### src/rtl/m_wb_arb_pkg.sv
// Shared constants and types for the writeback arbiter and its result FIFO.
package m_wb_arb_pkg;

  localparam int unsigned XLEN     = 32;
  localparam int unsigned REG_AW   = 5;
  localparam logic [REG_AW-1:0] REG_ZERO = 5'd0;

  // One pending register-file write: {rd, data}.
  typedef struct packed {
    logic [REG_AW-1:0] rd;
    logic [XLEN-1:0]   data;
  } wb_entry_t;

  localparam int unsigned WB_ENTRY_W = $bits(wb_entry_t);

  typedef enum logic [1:0] {
    GntNone,
    GntAlu,
    GntFifo
  } grant_e;

endpackage

### src/rtl/m_wb_fifo.sv
// Circular FIFO holding long-latency results; head is read combinationally.
module m_wb_fifo
  import m_wb_arb_pkg::*;
#(
  parameter int unsigned DEPTH = 4
) (
  input  logic                     clk_i,
  input  logic                     rst_i,
  input  logic                     push_i,
  input  wb_entry_t                push_data_i,
  input  logic                     pop_i,
  output wb_entry_t                head_o,
  output logic                     full_o,
  output logic                     empty_o,
  output logic [$clog2(DEPTH):0]   cnt_o
);

  localparam int unsigned PtrW = $clog2(DEPTH);
  localparam int unsigned CntW = PtrW + 1;

  wb_entry_t       mem_q [DEPTH];
  logic [PtrW-1:0] wr_ptr_q, rd_ptr_q;
  logic [CntW-1:0] cnt_q;
  logic            do_push, do_pop;

  assign full_o  = (cnt_q == CntW'(DEPTH));
  assign empty_o = (cnt_q == '0);
  assign do_push = push_i & ~full_o;
  assign do_pop  = pop_i & ~empty_o;
  assign head_o  = mem_q[rd_ptr_q];
  assign cnt_o   = cnt_q;

  // Power-of-two depth lets the pointers wrap by plain overflow.
  always_ff @(posedge clk_i) begin
    if (rst_i) begin
      wr_ptr_q <= '0;
      rd_ptr_q <= '0;
      cnt_q    <= '0;
    end else begin
      if (do_push) wr_ptr_q <= wr_ptr_q + 1'b1;
      if (do_pop)  rd_ptr_q <= rd_ptr_q + 1'b1;
      case ({do_push, do_pop})
        2'b10:   cnt_q <= cnt_q + 1'b1;
        2'b01:   cnt_q <= cnt_q - 1'b1;
        default: ;
      endcase
    end
  end

  always_ff @(posedge clk_i) begin
    if (do_push) mem_q[wr_ptr_q] <= push_data_i;
  end

endmodule

### src/rtl/m_wb_arb.sv
// Writeback arbiter: merges the unbufferable ALU result with queued long-latency
// results onto the single register-file write port, with starvation protection.
module m_wb_arb
  import m_wb_arb_pkg::*;
#(
  parameter int unsigned DEPTH      = 4,
  parameter int unsigned STARVE_LIM = 3
) (
  input  logic                   w_clk,
  input  logic                   w_rst,
  input  logic                   w_alu_v,
  input  logic [REG_AW-1:0]      w_alu_rd,
  input  logic [XLEN-1:0]        w_alu_d,
  output logic                   w_stall,
  input  logic                   w_lng_v,
  input  logic [REG_AW-1:0]      w_lng_rd,
  input  logic [XLEN-1:0]        w_lng_d,
  output logic                   w_lng_rdy,
  output logic                   w_we,
  output logic [REG_AW-1:0]      w_wa,
  output logic [XLEN-1:0]        w_wd,
  output logic [$clog2(DEPTH):0] w_cnt
);

  localparam int unsigned StW = (STARVE_LIM > 0) ? $clog2(STARVE_LIM + 1) : 1;

  wb_entry_t        head, push_ent, gnt_ent;
  logic             fifo_full, fifo_empty, force_pop, pop;
  grant_e           gnt;
  logic [StW-1:0]   starve_q, starve_d;
  logic             we_q;
  logic [REG_AW-1:0] wa_q;
  logic [XLEN-1:0]  wd_q;

  assign push_ent = '{rd: w_lng_rd, data: w_lng_d};

  m_wb_fifo #(
    .DEPTH (DEPTH)
  ) u_fifo (
    .clk_i       (w_clk),
    .rst_i       (w_rst),
    .push_i      (w_lng_v),
    .push_data_i (push_ent),
    .pop_i       (pop),
    .head_o      (head),
    .full_o      (fifo_full),
    .empty_o     (fifo_empty),
    .cnt_o       (w_cnt)
  );

  assign w_lng_rdy = ~fifo_full;
  assign force_pop = ~fifo_empty & (starve_q == StW'(STARVE_LIM));

  always_comb begin
    gnt     = GntNone;
    w_stall = 1'b0;
    if (force_pop) begin
      gnt     = GntFifo;
      w_stall = w_alu_v;
    end else if (w_alu_v) begin
      gnt = GntAlu;
    end else if (!fifo_empty) begin
      gnt = GntFifo;
    end
  end

  assign pop = (gnt == GntFifo);

  always_comb begin
    gnt_ent = head;
    if (gnt == GntAlu) gnt_ent = '{rd: w_alu_rd, data: w_alu_d};
  end

  // Counts consecutive ALU wins over a waiting head; saturates at the limit.
  always_comb begin
    starve_d = starve_q;
    if (pop || fifo_empty) begin
      starve_d = '0;
    end else if (starve_q != StW'(STARVE_LIM)) begin
      starve_d = starve_q + 1'b1;
    end
  end

  always_ff @(posedge w_clk) begin
    if (w_rst) begin
      starve_q <= '0;
      we_q     <= 1'b0;
      wa_q     <= '0;
      wd_q     <= '0;
    end else begin
      starve_q <= starve_d;
      we_q     <= (gnt != GntNone) && (gnt_ent.rd != REG_ZERO);
      if (gnt != GntNone) begin
        wa_q <= gnt_ent.rd;
        wd_q <= gnt_ent.data;
      end
    end
  end

  assign w_we = we_q;
  assign w_wa = wa_q;
  assign w_wd = wd_q;

endmodule

### config.mk
export PLATFORM = sky130hd
export DESIGN_NAME = m_wb_arb
export DESIGN_NICKNAME = d
export VERILOG_FILES = /design/src/rtl/m_wb_arb_pkg.sv /design/src/rtl/m_wb_fifo.sv /design/src/rtl/m_wb_arb.sv
export SDC_FILE = /design/constraint.sdc
export NUM_CORES = 1
export LEC_CHECK = 0
export ABC_AREA = 1
export ABC_CLOCK_PERIOD_IN_PS = 8000
export BUFFER_PORTS_ARGS = -buffer_cell sky130_fd_sc_hd__buf_2
export CAP_MARGIN = 40
export CORE_MARGIN = 2
export CORE_UTILIZATION = 60
export CTS_CLUSTER_SIZE = 28
export DETAILED_ROUTE_END_ITERATION = 8
export PLACE_DENSITY = 0.83
export SYNTH_ARGS = -nofsm -noshare
export SYNTH_HDL_FRONTEND = slang
export SYNTH_HIERARCHICAL = 1
export SYNTH_SLANG_ARGS = --single-unit
### constraint.sdc
create_clock -name w_clk -period 8 [get_ports w_clk]
set_clock_uncertainty 0.2 [all_clocks]
set_input_delay 2.4 -clock w_clk [delete_from_list [all_inputs] [get_ports w_clk]]
set_output_delay 2.4 -clock w_clk [all_outputs]
set_load 0.01 [all_outputs]
## Word-level counts from Yosys, hierarchy flattened

Memories as Yosys holds them, arrays and structs flattened. A register that Yosys moved wholly into a read port is not among the register bits.
Cells that the tools add are included.

| storage, ports and cells | value |
|---|---|
| register bits after elaboration | 47 |
| memory bits (writable) | 148 |
| bits of input ports | 78 |
| output and inout bits | 43 |
| word-level logic and storage cells | 42 |
| memories | 1 |

Memories:

| name | words | width | rd ports | clocked after memory_dff | wr ports | line | RTL |
|---|---|---|---|---|---|---|---|
| u_fifo.mem_q | 4 | 37 | 1 | 1 | 1 | m_wb_fifo.sv:21 | `wb_entry_t mem_q [DEPTH];` |

| cells by class | value |
|---|---|
| $add $sub $neg | 5 |
| eq/ne operators | 7 |
| muxes and demuxes | 10 |
| bitwise operators | 5 |
| reductions and logical operators | 7 |

Operator list:

| kind | count |
|---|---|
| $mux W37 | 1 |
| $mux W2 | 5 |
| $add A2 B1 Y2 const B | 3 |
| $eq A2 B2 Y1 const B | 3 |
| $pmux W3 S2 | 1 |
| $reduce_bool A5 Y1 | 1 |
| $eq A2 B1 Y1 const B | 2 |
| $reduce_bool A2 Y1 | 2 |
| $add A3 B1 Y3 const B | 1 |
| $and A1 B1 Y1 | 3 |
| $eq A3 B3 Y1 const B | 1 |
| $logic_not A3 Y1 | 1 |
| $mux W1 | 3 |
| $sub A3 B1 Y3 const B | 1 |
| $ne A2 B2 Y1 const B | 1 |
| $not A1 Y1 | 2 |
| $reduce_or A2 Y1 | 1 |
| $logic_and A1 B1 Y1 | 1 |
| $logic_or A1 B1 Y1 | 1 |

## Depth between registers and ports, before layout

| depth | value |
|---|---|
| depth in word-level cells | 8 |
| mapped depth | 17 |
| depth with buffers taken out | 17 |

## Hierarchy

The synthesis kept the hierarchy.

Modules (own cells, without submodules):

| module | instances | cells an instance | area an instance (um^2) |
|---|---|---|---|
| m_wb_fifo | 1 | 428 | 5972.0 |
| m_wb_arb | 1 | 268 | 1891.8 |

## Least setup slack after synthesis

No wires, ideal clock.

| path | value |
|---|---|
| path kind | input to output |
| from | input w_alu_v |
| to | output w_stall |
| arrival time | 2593 ps |
| required time | 5400 ps |
| path slack | 2807 ps |
| stages on the path | 2 |
| path buffers | 0 |
| cells stage by stage | inv_2 nor2_1 |

| on the way | value |
|---|---|
| longest elaborated chain between the ends | 1 |

Ends and longest elaborated chain:

| item | line | RTL |
|---|---|---|
| from (decl) | m_wb_arb.sv:11 | `input logic w_alu_v,` |
| $mux W1 | m_wb_arb.sv:57 | `if (force_pop) begin` |
| to (decl) | m_wb_arb.sv:14 | `output logic w_stall,` |

No other way between the ends.

## Worst setup path after layout

Same ends and word-level chain as after synthesis.

==> results_dict.tcl <==
set metrics [dict create \
    status "finished clean" \
    synth_top_area_frac 0.565 \
    worstPathArrival_ns 2.80 \
    syn_area_um2 7860 \
    setup-violations-final 0 \
    numCtsBuffers 17 \
    die_area_um2 14000 \
    synth.distinct_cells 24 \
    dp_cells 957 \
    fp-row-count 41 \
    setup.worst_path.start "w_alu_v" \
    fin_crit_sh 0.675 \
    start_kind "input port" \
    ctsHoldBuffers 0 \
    core_area_um2 12700 \
    drive_above_1_share 0.206 \
    instances_no_fill 990 \
    ant_nets 0 \
    cts_tree "built" \
    initial_core_util 0.618 \
    crit_type "in2out" \
    r2r_slack_ns 4.58 \
    worstHoldPathType "reg2reg" \
    cpLargestDelayFamily "buffers and inverters" \
    max_stage_delay_ns 0.14 \
    critPathSlowestCell "buf_2" \
    ys_seq_area_frac 0.690 \
    hpwl_um 10700 \
    cts_root_buffer "clkbuf_16" \
    ios 121 \
    overflow 0 \
    die_height_um 118 \
    area_growth_pct 16.1 \
    final_nets 889 \
    grt_max_degree 76 \
    power_density_nw_per_um2 293 \
    vias 5688 \
    crit_end "w_stall" \
    cp_cell_sequence "buf_2, inv_2, nor2_1, buf_2" \
    dr.pass1.iters 5 \
    clock_path_buffers 2 \
    max_freq_mhz 185 \
    grt_pass1_vias 5581 \
    maxCapViolCount 0 \
    avgSynthCellArea_um2 11.3 \
    wl_per_cell_um 18.1 \
    place_congestion 0.769 \
    power.leakage_uw 0.00361 \
    fin_setup_tns_ns 0 \
    dpl-instance-area_um2 8550 \
    final_cell_mix "148 x edfxtp_1, 120 x buf_2, 86 x nand2_1" \
    rsz0062_at_grt "false" \
    crit_fanout 5 \
    path_depth 4 \
    ir_worst_vdd_uv 160 \
    synth_area_leader_cell "edfxtp_1" \
    via_per_inst 5.75 \
    cpMostUsedCell "buf_2" \
    worstMarginPinSlew_ns 0.848 \
    cts_setup_buffers 0 \
    fin_util 0.717 \
    yosys_warnings 6 \
    cts_sinks 197 \
    path_clk_slew_ns 0.06 \
    netlist_instances 696 \
    ys_top_cells_by_area "edfxtp_1 57%, dfxtp_1 12%, nor2_1 4.2%, nand2_1 4.1%, o21ai_0 3.8%" \
    crit_buf_inv 3 \
    finalHoldViolCount 0 \
    h-tree-depth 4 \
    end_kind "primary output" \
    clkLatencyLatePin_ns 0.43 \
    port-buffer-count 120 \
    fin_area_um2 9130 \
    antenna_found_initial 3 \
    grtUsageTotal 0.261 \
    grt_pass1_wl_um 28200 \
    period_needed_ns 5.40 \
    cts_resized 0 \
    synth_nets 781 \
    finalPower_uw 2670 \
    worstReg2RegStart "u_fifo/cnt_o[1]$_SDFFE_PP0P_" \
    reg2reg_to "w_wd[18]$_SDFFE_PP0P_" \
    mostFrequentLayoutCell "edfxtp_1" \
    reg2reg_depth 11 \
    die_w_um 118 \
    drc_errors 0 \
    drv_slew 0 \
    required_ns 5.40 \
    drt_iter0_drc 814 \
    routed_wl_um 18000 \
    slew_headroom 0.434 \
    synth_seq_cells 197 \
]
-- through the flow --
step	hold WS [ns]	setup WS (ns)
6_report	0.220	2.60
5_1_grt	0.253	2.57
4_1_cts	0.221	2.60
3_5_place_dp	0.212	2.60
3_3_place_gp	0.206	2.60
2_1_floorplan	0.198	2.81
-- cells in the mapped netlist, drive strengths merged --
master and number:
nand3b 1, buf 27, clkbuf 13, nor2 89, mux2i 1, clkinv 1
edfxtp 148, ha 6, nand3 12, fa 1, o22ai 37, o21ai 90
inv 64, o211ai 29, dfxtp 49, a21oi 39, nand2 89
-- cells by family (layout without fill, tap and decap cells) --
logic type | Yosys count | after routing | synth area share
adders and majority gates | 7 | 7 | 0.0121
AOI/OAI and AO/OA | 195 | 195 | 0.140
DFF | 197 | 197 | 0.690
other | 0 | 2 | 0
muxes | 1 | 1 | 0.00127
buffers and inverters | 105 | 225 | 0.0625
and+or+nand+nor | 191 | 191 | 0.0945
-- worst min-delay path by stage --
stage,startpoint,to,slack [ns],cells after the start
2_1_floorplan,starve_q[0]$_SDFFE_PP0P_,starve_q[0]$_SDFFE_PP0P_,0.20,1
6_report,starve_q[0]$_SDFFE_PP0P_,starve_q[0]$_SDFFE_PP0P_,0.22,1
3_3_place_gp,starve_q[0]$_SDFFE_PP0P_,starve_q[0]$_SDFFE_PP0P_,0.21,1
3_5_place_dp,starve_q[0]$_SDFFE_PP0P_,starve_q[0]$_SDFFE_PP0P_,0.21,1
5_1_grt,starve_q[0]$_SDFFE_PP0P_,starve_q[0]$_SDFFE_PP0P_,0.25,1
4_1_cts,starve_q[0]$_SDFFE_PP0P_,starve_q[0]$_SDFFE_PP0P_,0.22,1
-- report_power, final --
| part | internal (uW) | switching [uW] | total, uW |
|---|---|---|---|
| Clock | 486 | 348 | 834 |
| Sequential | 1210 | 44.2 | 1250 |
| Combinational | 191 | 392 | 583 |
| Total | 1890 | 784 | 2670 |
-- area by class of cell --
type                            count  area, um^2
Tap cell                          172         215
Antenna cell                        2        5.00
Sequential cell                   197        5430
Fill cell                         856        3590
Timing Repair Buffer              129         688
Clock buffer                       20         437
Clock inverter                     11         135
Multi-Input combinational cell    394        1980
Inverter                           65         244
-- flip-flops by register name (all words and copies together), names as in the netlist, named ones only --
signal and flops:
u_fifo/rd_ptr_q 2, w_wd 32, u_fifo/wr_ptr_q 2, starve_q 2, w_we 1, w_wa 5, u_fifo/cnt_o 3, u_fifo/mem_q 148
-- per-layer routing --
layer	global-route usage	vias to the layer above	wire, um	part of all wire
met5	0	-	11	0.00061
met4	0.127	2	402	0.022
met3	0.0598	31	1310	0.073
met2	0.433	258	8980	0.50
met1	0.325	2742	7250	0.40
li1	-	2655	-	-
No activity file was read; power rests on OpenSTA's default activity.
